## src/rtl/jts16_obj_pkg.sv

```systemverilog
// Shared definitions for the object layer: default bus widths and the
// ROM request FSM state encoding.
package jts16_obj_pkg;

  localparam int OBJ_AW  = 20;
  localparam int OBJ_SAW = 22;
  localparam int OBJ_DW  = 16;

  typedef enum logic [1:0] {
    IDLE = 2'd0,
    REQ  = 2'd1,
    WAIT = 2'd2
  } obj_state_t;

endpackage

```

## src/rtl/jts16_obj_romrq_cache.sv

```systemverilog
// Two-entry word cache: combinational tag lookup, single-entry fill and a
// one-bit replacement pointer that always names the entry not used last.
module jts16_obj_romrq_cache
  import jts16_obj_pkg::*;
#(
  parameter int AW = OBJ_AW,
  parameter int DW = OBJ_DW
) (
  input  logic          clk,
  input  logic          rst_n,
  input  logic [AW-1:0] i_addr,
  input  logic          i_touch,
  input  logic          i_flush,
  input  logic          i_fill,
  input  logic [AW-1:0] i_fill_tag,
  input  logic [DW-1:0] i_fill_data,
  output logic          o_hit,
  output logic [DW-1:0] o_data
);

  logic [1:0]    r_valid;
  logic [AW-1:0] r_tag  [2];
  logic [DW-1:0] r_data [2];
  logic          r_lru;

  logic w_hit0;
  logic w_hit1;

  assign w_hit0 = r_valid[0] && (r_tag[0] == i_addr);
  assign w_hit1 = r_valid[1] && (r_tag[1] == i_addr);
  assign o_hit  = w_hit0 || w_hit1;
  assign o_data = w_hit0 ? r_data[0] : (w_hit1 ? r_data[1] : '0);

  // Flush outranks a fill landing in the same cycle; a hit only moves the
  // replacement pointer away from the entry that was just used.
  always_ff @(posedge clk or negedge rst_n) begin
    if (!rst_n) begin
      r_valid   <= '0;
      r_tag[0]  <= '0;
      r_tag[1]  <= '0;
      r_data[0] <= '0;
      r_data[1] <= '0;
      r_lru     <= 1'b0;
    end else if (i_flush) begin
      r_valid <= '0;
    end else if (i_fill) begin
      r_valid[r_lru] <= 1'b1;
      r_tag[r_lru]   <= i_fill_tag;
      r_data[r_lru]  <= i_fill_data;
      r_lru          <= ~r_lru;
    end else if (i_touch && o_hit) begin
      r_lru <= w_hit0;
    end
  end

endmodule

```

## src/rtl/jts16_obj_romrq.sv

```systemverilog
// Object ROM responder: serves sprite word reads from a 2-entry cache and
// turns misses into single-word SDRAM reads, one outstanding at a time.
module jts16_obj_romrq
  import jts16_obj_pkg::*;
#(
  parameter int             AW   = OBJ_AW,
  parameter int             SAW  = OBJ_SAW,
  parameter logic [SAW-1:0] BASE = '0,
  parameter int             DW   = OBJ_DW
) (
  input  logic           clk,
  input  logic           rst_n,
  input  logic           i_obj_cs,
  input  logic [AW-1:0]  i_obj_addr,
  output logic           o_obj_ok,
  output logic [DW-1:0]  o_obj_data,
  input  logic           i_flush,
  output logic           o_sdram_req,
  output logic [SAW-1:0] o_sdram_addr,
  input  logic           i_sdram_ack,
  input  logic           i_sdram_dst,
  input  logic [DW-1:0]  i_sdram_din
);

  obj_state_t     r_state;
  logic           r_sdram_req;
  logic [SAW-1:0] r_sdram_addr;
  logic [AW-1:0]  r_pend_addr;
  logic           r_discard;

  logic          w_hit;
  logic [DW-1:0] w_cache_data;
  logic          w_fill;
  logic          w_fill_en;

  // Data may arrive together with the ack, so a fill is possible from REQ too.
  assign w_fill    = i_sdram_dst &&
                     ((r_state == WAIT) || ((r_state == REQ) && i_sdram_ack));
  assign w_fill_en = w_fill && !r_discard;

  jts16_obj_romrq_cache #(
    .AW (AW),
    .DW (DW)
  ) u_cache (
    .clk         (clk),
    .rst_n       (rst_n),
    .i_addr      (i_obj_addr),
    .i_touch     (i_obj_cs),
    .i_flush     (i_flush),
    .i_fill      (w_fill_en),
    .i_fill_tag  (r_pend_addr),
    .i_fill_data (i_sdram_din),
    .o_hit       (w_hit),
    .o_data      (w_cache_data)
  );

  assign o_obj_ok     = i_obj_cs && w_hit;
  assign o_obj_data   = w_cache_data;
  assign o_sdram_req  = r_sdram_req;
  assign o_sdram_addr = r_sdram_addr;

  // A flush seen while a read is in flight marks its data as stale so the
  // eventual fill is dropped instead of resurrecting pre-flush contents.
  always_ff @(posedge clk or negedge rst_n) begin
    if (!rst_n) begin
      r_state      <= IDLE;
      r_sdram_req  <= 1'b0;
      r_sdram_addr <= '0;
      r_pend_addr  <= '0;
      r_discard    <= 1'b0;
    end else begin
      unique case (r_state)
        IDLE: begin
          if (i_obj_cs && !w_hit) begin
            r_pend_addr  <= i_obj_addr;
            r_sdram_addr <= BASE + SAW'(i_obj_addr);
            r_sdram_req  <= 1'b1;
            r_discard    <= 1'b0;
            r_state      <= REQ;
          end
        end
        REQ: begin
          if (i_flush) r_discard <= 1'b1;
          if (i_sdram_ack) begin
            r_sdram_req <= 1'b0;
            r_state     <= i_sdram_dst ? IDLE : WAIT;
          end
        end
        WAIT: begin
          if (i_flush) r_discard <= 1'b1;
          if (i_sdram_dst) r_state <= IDLE;
        end
        default: begin
          r_sdram_req <= 1'b0;
          r_state     <= IDLE;
        end
      endcase
    end
  end

endmodule

```

## config.mk

```make
export PLATFORM = sky130hd
export DESIGN_NAME = jts16_obj_romrq
export DESIGN_NICKNAME = d
export VERILOG_FILES = /design/src/rtl/jts16_obj_pkg.sv /design/src/rtl/jts16_obj_romrq_cache.sv /design/src/rtl/jts16_obj_romrq.sv
export SDC_FILE = /design/constraint.sdc
export NUM_CORES = 1
export LEC_CHECK = 0
export ABC_AREA = 1
export CAP_MARGIN = 20
export CORE_MARGIN = 1.5
export CORE_UTILIZATION = 40
export DETAILED_ROUTE_END_ITERATION = 7
export SKIP_CTS_REPAIR_TIMING = 1
export SLEW_MARGIN = 20
export SYNTH_ARGS = -nofsm -noshare
export SYNTH_HDL_FRONTEND = slang
export SYNTH_SLANG_ARGS = --single-unit
```

## constraint.sdc

```tcl
create_clock -name clk -period 3.2 [get_ports clk]
set_clock_uncertainty 0.1 [all_clocks]
set_input_delay 0.64 -clock clk [delete_from_list [all_inputs] [get_ports clk]]
set_output_delay 0.64 -clock clk [all_outputs]
set_load 0.005 [all_outputs]
```

# [After elaboration in Yosys (flattened, before gate mapping)]
# Index checks and enable logic that the tools add are counted.
[classes] n_lt_le_gt_ge=4 n_eq_ne=8 muxes=25 bitwise_logic=5 reduce_logical=24
[op_table] operator="$mux W16" count=3
[op_table] operator="$bwmux W40" count=1
[op_table] operator="$eq A20 B20 Y1" count=2
[op_table] operator="$bwmux W32" count=1
[op_table] operator="$demux W20 S1" count=1
[op_table] operator="$mux W20" count=1
[op_table] operator="$demux W16 S1" count=1
[op_table] operator="$mux W2" count=6
[op_table] operator="$logic_and A1 B1 Y1" count=9
[op_table] operator="$reduce_and A3 Y1" count=3
[op_table] operator="$mux W1" count=7
[op_table] operator="$ne A2 B2 Y1 const B" count=3
[op_table] operator="$pmux W2 S3" count=1
[op_table] operator="$reduce_and A2 Y1" count=3
[op_table] operator="$reduce_bool A2 Y1" count=3
[op_table] operator="$not A1 Y1" count=3
[op_table] operator="$pmux W1 S3" count=1
[op_table] operator="$eq A2 B1 Y1 const B" count=1
[op_table] operator="$eq A2 B2 Y1 const B" count=1
[op_table] operator="$ge A2 B2 Y1 const B" count=1
[op_table] operator="$logic_not A1 Y1" count=2
[op_table] operator="$logic_not A2 Y1" count=1
[op_table] operator="$logic_or A1 B1 Y1" count=2
[op_table] operator="$lt A1 B2 Y1 const B" count=1
[op_table] operator="other kinds (8)" count=8
[totals] ff_bits=99 input_bits=42 output_inout_bits=40 elab_cells=76

# [Logic depth before layout (Yosys ltp)]
# Gate-level depths: netlist (run 1).
[depth] word_depth=7 mapped_depth=13 depth_no_buf=13

# [Cells and area by module]
# From an unflattened synthesis (run 1), not the netlist that was laid out.
[unflattened] cells_unflattened=667 area_unflattened_um2=5011.1
[modules_own_cells] mod="jts16_obj_romrq_cache" instances=1 cells_per_inst=537 area_per_inst_um2=3900.0 seq_area_each_um2=1876.8
[modules_own_cells] mod="jts16_obj_romrq" instances=1 cells_per_inst=130 area_per_inst_um2=1111.1 seq_area_each_um2=600.6

# [Worst setup path before layout (run 1)]
# OpenSTA, ideal clock, no wires.
[synth_timing] path_type="in2out" from="input i_obj_addr[5]" to="output o_obj_data[0]" t_arrival_ns=1.603 required_time_ns=2.460 setup_slack_ns=0.857 stages=10 n_path_buf=2 cell_sequence="inv_1 > nand2_1 > nand2_1 > nor2_1 > nand2_1 > nor2_1 > nand3_2 > buf_6 > buf_2 > o22ai_1"
[synth_via] elab_chain_len=4 word_cells_on_any_way=6 classes_between="eq/ne (2); mux (2); reduce/logical (2)"
[synth_rtl] element="start, declared" line_no="jts16_obj_romrq.sv:14" rtl="input logic [AW-1:0] i_obj_addr,"
[synth_rtl] element="$eq A20 B20 Y1" line_no="jts16_obj_romrq_cache.sv:30" rtl="assign w_hit1 = r_valid[1] && (r_tag[1] == i_addr);"
[synth_rtl] element="$logic_and A1 B1 Y1" line_no="jts16_obj_romrq_cache.sv:30"
[synth_rtl] element="$mux W16" line_no="jts16_obj_romrq_cache.sv:32" rtl="assign o_data = w_hit0 ? r_data[0] : (w_hit1 ? r_data[1] : '0);"
[synth_rtl] element="$mux W16 *" line_no="jts16_obj_romrq_cache.sv:32"
[synth_rtl] element="end, declared" line_no="jts16_obj_romrq.sv:16" rtl="output logic [DW-1:0] o_obj_data,"
# Every way passes the cells marked *; elsewhere a longest branch is shown, timed or not.

# [Final worst setup path (run 1)]
[layout_timing] from="input i_obj_addr[2]" to="output o_obj_data[7]"
# The elaborated chain is that of the path after synthesis.

==> results of run 1 <==
-- area by class of cell --
class	instances	area share
diodes	1	0.0003738
clock buffers	13	0.03738
clock inverters	2	0.001869
inverters	134	0.07513
multi-input cells	392	0.2932
flip-flops and latches	99	0.3700
well taps	168	0.03140
repair buffers	119	0.1906
-- logic make-up after synthesis --
logic type / synth area share
mux: 0.002235
flops: 0.4917
compound gates: 0.1346
other cells: 0.0007443
fa+ha+maj: 0.007451
simple gates: 0.2295
buf+inv: 0.1304
xor+xnor: 0.003477
-- sequential cells by signal, summed over array words and instances (netlist names) --
| signal | cells |
|---|---|
| u_cache.r_tag | 40 |
| u_cache.r_data | 32 |
| o_sdram_addr | 20 |
| r_state | 2 |
| u_cache.r_valid | 2 |
| o_sdram_req | 1 |
| r_discard | 1 |
| u_cache.r_lru | 1 |
-- metrics by stage --
stage / power (mW) / setup WS (ns)
after floorplan: 3.232 / 0.8566
after detailed placement: 3.857 / -0.3709
after global placement: 3.790 / -0.3592
after global routing: 5.262 / 0.04921
final: 4.827 / 0.1554
after CTS: 4.868 / -0.3935
-- routing by layer --
| layer | vias up | GRT usage | wire, um |
|---|---|---|---|
| met5 | - | 0 | 0 |
| met4 | 0 | 0.08395 | 247 |
| met3 | 17 | 0.03690 | 523 |
| met2 | 91 | 0.3302 | 5717 |
| met1 | 1920 | 0.2382 | 5281 |
| li1 | 2171 | - | - |
-- power by group through the flow --
stage / sequential, mW / clock (mW) / combinational, mW
after floorplan: 2.08 / 0 / 1.15
after global placement: 2.14 / 0 / 1.65
after detailed placement: 2.16 / 0 / 1.70
after CTS: 2.15 / 1.02 / 1.70
after global routing: 2.22 / 1.08 / 1.96
final: 2.14 / 0.996 / 1.69
-- worst max-delay path by stage --
| stage | start | to | depth (start not counted) |
|---|---|---|---|
| 6_report | i_obj_addr[2] | o_obj_data[7] | 10 |
| 5_1_grt | i_obj_addr[2] | o_obj_data[8] | 10 |
| 4_1_cts | i_obj_addr[0] | o_obj_data[2] | 10 |
| 3_5_place_dp | i_obj_addr[0] | o_obj_data[2] | 10 |
| 3_3_place_gp | i_obj_addr[0] | o_obj_data[15] | 10 |
| 2_1_floorplan | i_obj_addr[5] | o_obj_data[0] | 10 |
-- cells in the final DEF (no fill, tap or decap), drive strengths merged, types with 2 or more instances in the layout --
master / n
clkdlybuf4s50: 42
nand2: 225
inv: 134
o21ai: 98
ha: 3
dfrtp: 99
buf: 39
xnor2: 2
o22ai: 16
nand3: 13
clkbuf: 15
or2: 3
nor2: 26
conb: 2
dlymetal6s2s: 36
==> qor.csv, run 1 <==
metric,value,unit
"Core Util, Final",0.5505,
Non-Filler Instances,928,
Clock Latency Late Sink,0.35,ns
post-synth top area cell,dfrtp_1,
drt pass-1 iters,5,
die width,115.2,um
combinational share of power,0.350,
Hold Path Class,input pin to asynchronous set/reset pin,
storage element area,0.002477,mm2
Max clock buf depth,2,
Psw,1.725,mW
RSZ-0062 raised after global routing,no,
outcome,finished clean,
syn avg cell area,7.788,um2
vias in the first global route,4284,
clk root buf,clkbuf_16,
Critical Path Source Type,input pin,
synth cell count leaders,"203 x nand2_1, 118 x inv_1, 99 x dfrtp_1",
CP Cell Sequence,clkdlybuf4s50_1 > inv_2 > nand2_1 > nand3_2 > nor2_4 > nand3_4 > buf_4 > clkbuf_16 > o22ai_1 > dlymetal6s2s_1,
final hold slack,0.1930,ns
area delta synth->final,32.88,%
Slew Limit Fails,0,
maximum number of pins on one net before global-route repair,58,
Period minus WS final,3.045,ns
DR vias,4199,
power per cell area,721.0,mW/mm2
placed inst area,0.006185,mm2
"EDFF count, synth",0,
gr usage total,0.1929,
"top cells by area, synth","dfrtp_1 49%, nand2_1 15%, inv_1 8.8%, o21ai_0 7.6%, o21ai_2 3.5%",
Die Footprint,0.01328,mm2
worst r2r src,r_state[1],
clk slew on worst S/H paths,0.06,ns
Setup CP Type,input pin to output pin,
mean routed wirelength per cell,12.68,um
CP Buf/Inv Count,5,
most common cell in the netlist,nand2_1,
Post-synth ARST share,1.000,
Mapped Cells,647,
Slew HR,0.6220,
final RePlAce weighted congestion,0.8096,
CTS sink count,99,
sequential power share,0.444,
Final period util,0.9514,
yosys synthesis warning count,0,
final setup violation count,0,
RR Endpoint,u_cache.r_data[13],
Reg2Reg Depth,10,
# fillers,1158,
area share of the largest cell type after synthesis,0.4917,
Inst Count DP,904,
Critical Path Sink Type,output pin,
Die Span Y,115.2,um
Clock Power Share,0.206,
H-tree depth,3,
Final ANT Viol Nets,0,
Final Hold Fails,0,
initial core utilization,0.4143,
1st-iter DRT viols,217,
slowest CP cell,clkdlybuf4s50_1,
Worst-Margin Slew,0.5670,ns
highest clock rate,0.3285,GHz
total leakage power,3.720,nW
ratio of cells with drive above 1 in the final layout,0.1739,
hpwl dp,8132,um
first-pass GRT wire length,19860,um
GR Overflow Total,0,
Internal,3.102,mW
DR vias/cell,4.525,
Synth Register Bits,99,
"critical path fanouts, max",9,
TritonCTS Buffers,9,
CP max stage delay,0.47,ns
Core Footprint,0.01216,mm2
MaxCap Viol Count,0,
CP required,2.46,ns
family with the most delay on the worst path,buffers and inverters,
switch share,0.3574,
num rows,40,
fin nets,800,
Finished Cell Area,0.006695,mm2
initial antenna violation count,1,
internal reg-to-reg setup slack,0.94,ns
CTS tree,built,
"Distinct cells, synth",29,
Multi-input gate area,0.001963,mm2
number of I/O port buffers,79,
Max VDD drop,0.2787,mV
most common flop cell mapped by yosys,dfrtp_1,
Post-Syn Area,0.005039,mm2
post-synthesis sequential area ratio,0.4917,
total wire length,11770,um
Top Ports,82,
DRC violation count after routing,0,
Setup TNS,0,ns
Crit path arrival time,2.30,ns
(Power assumes the default switching activity.)
==> inputs of run 2 (changes only) <==
- CTS_CLUSTER_DIAMETER: default -> 80
==> results of run 2 <==
The final DEF is identical to that of run 1; final timing and power are the same.
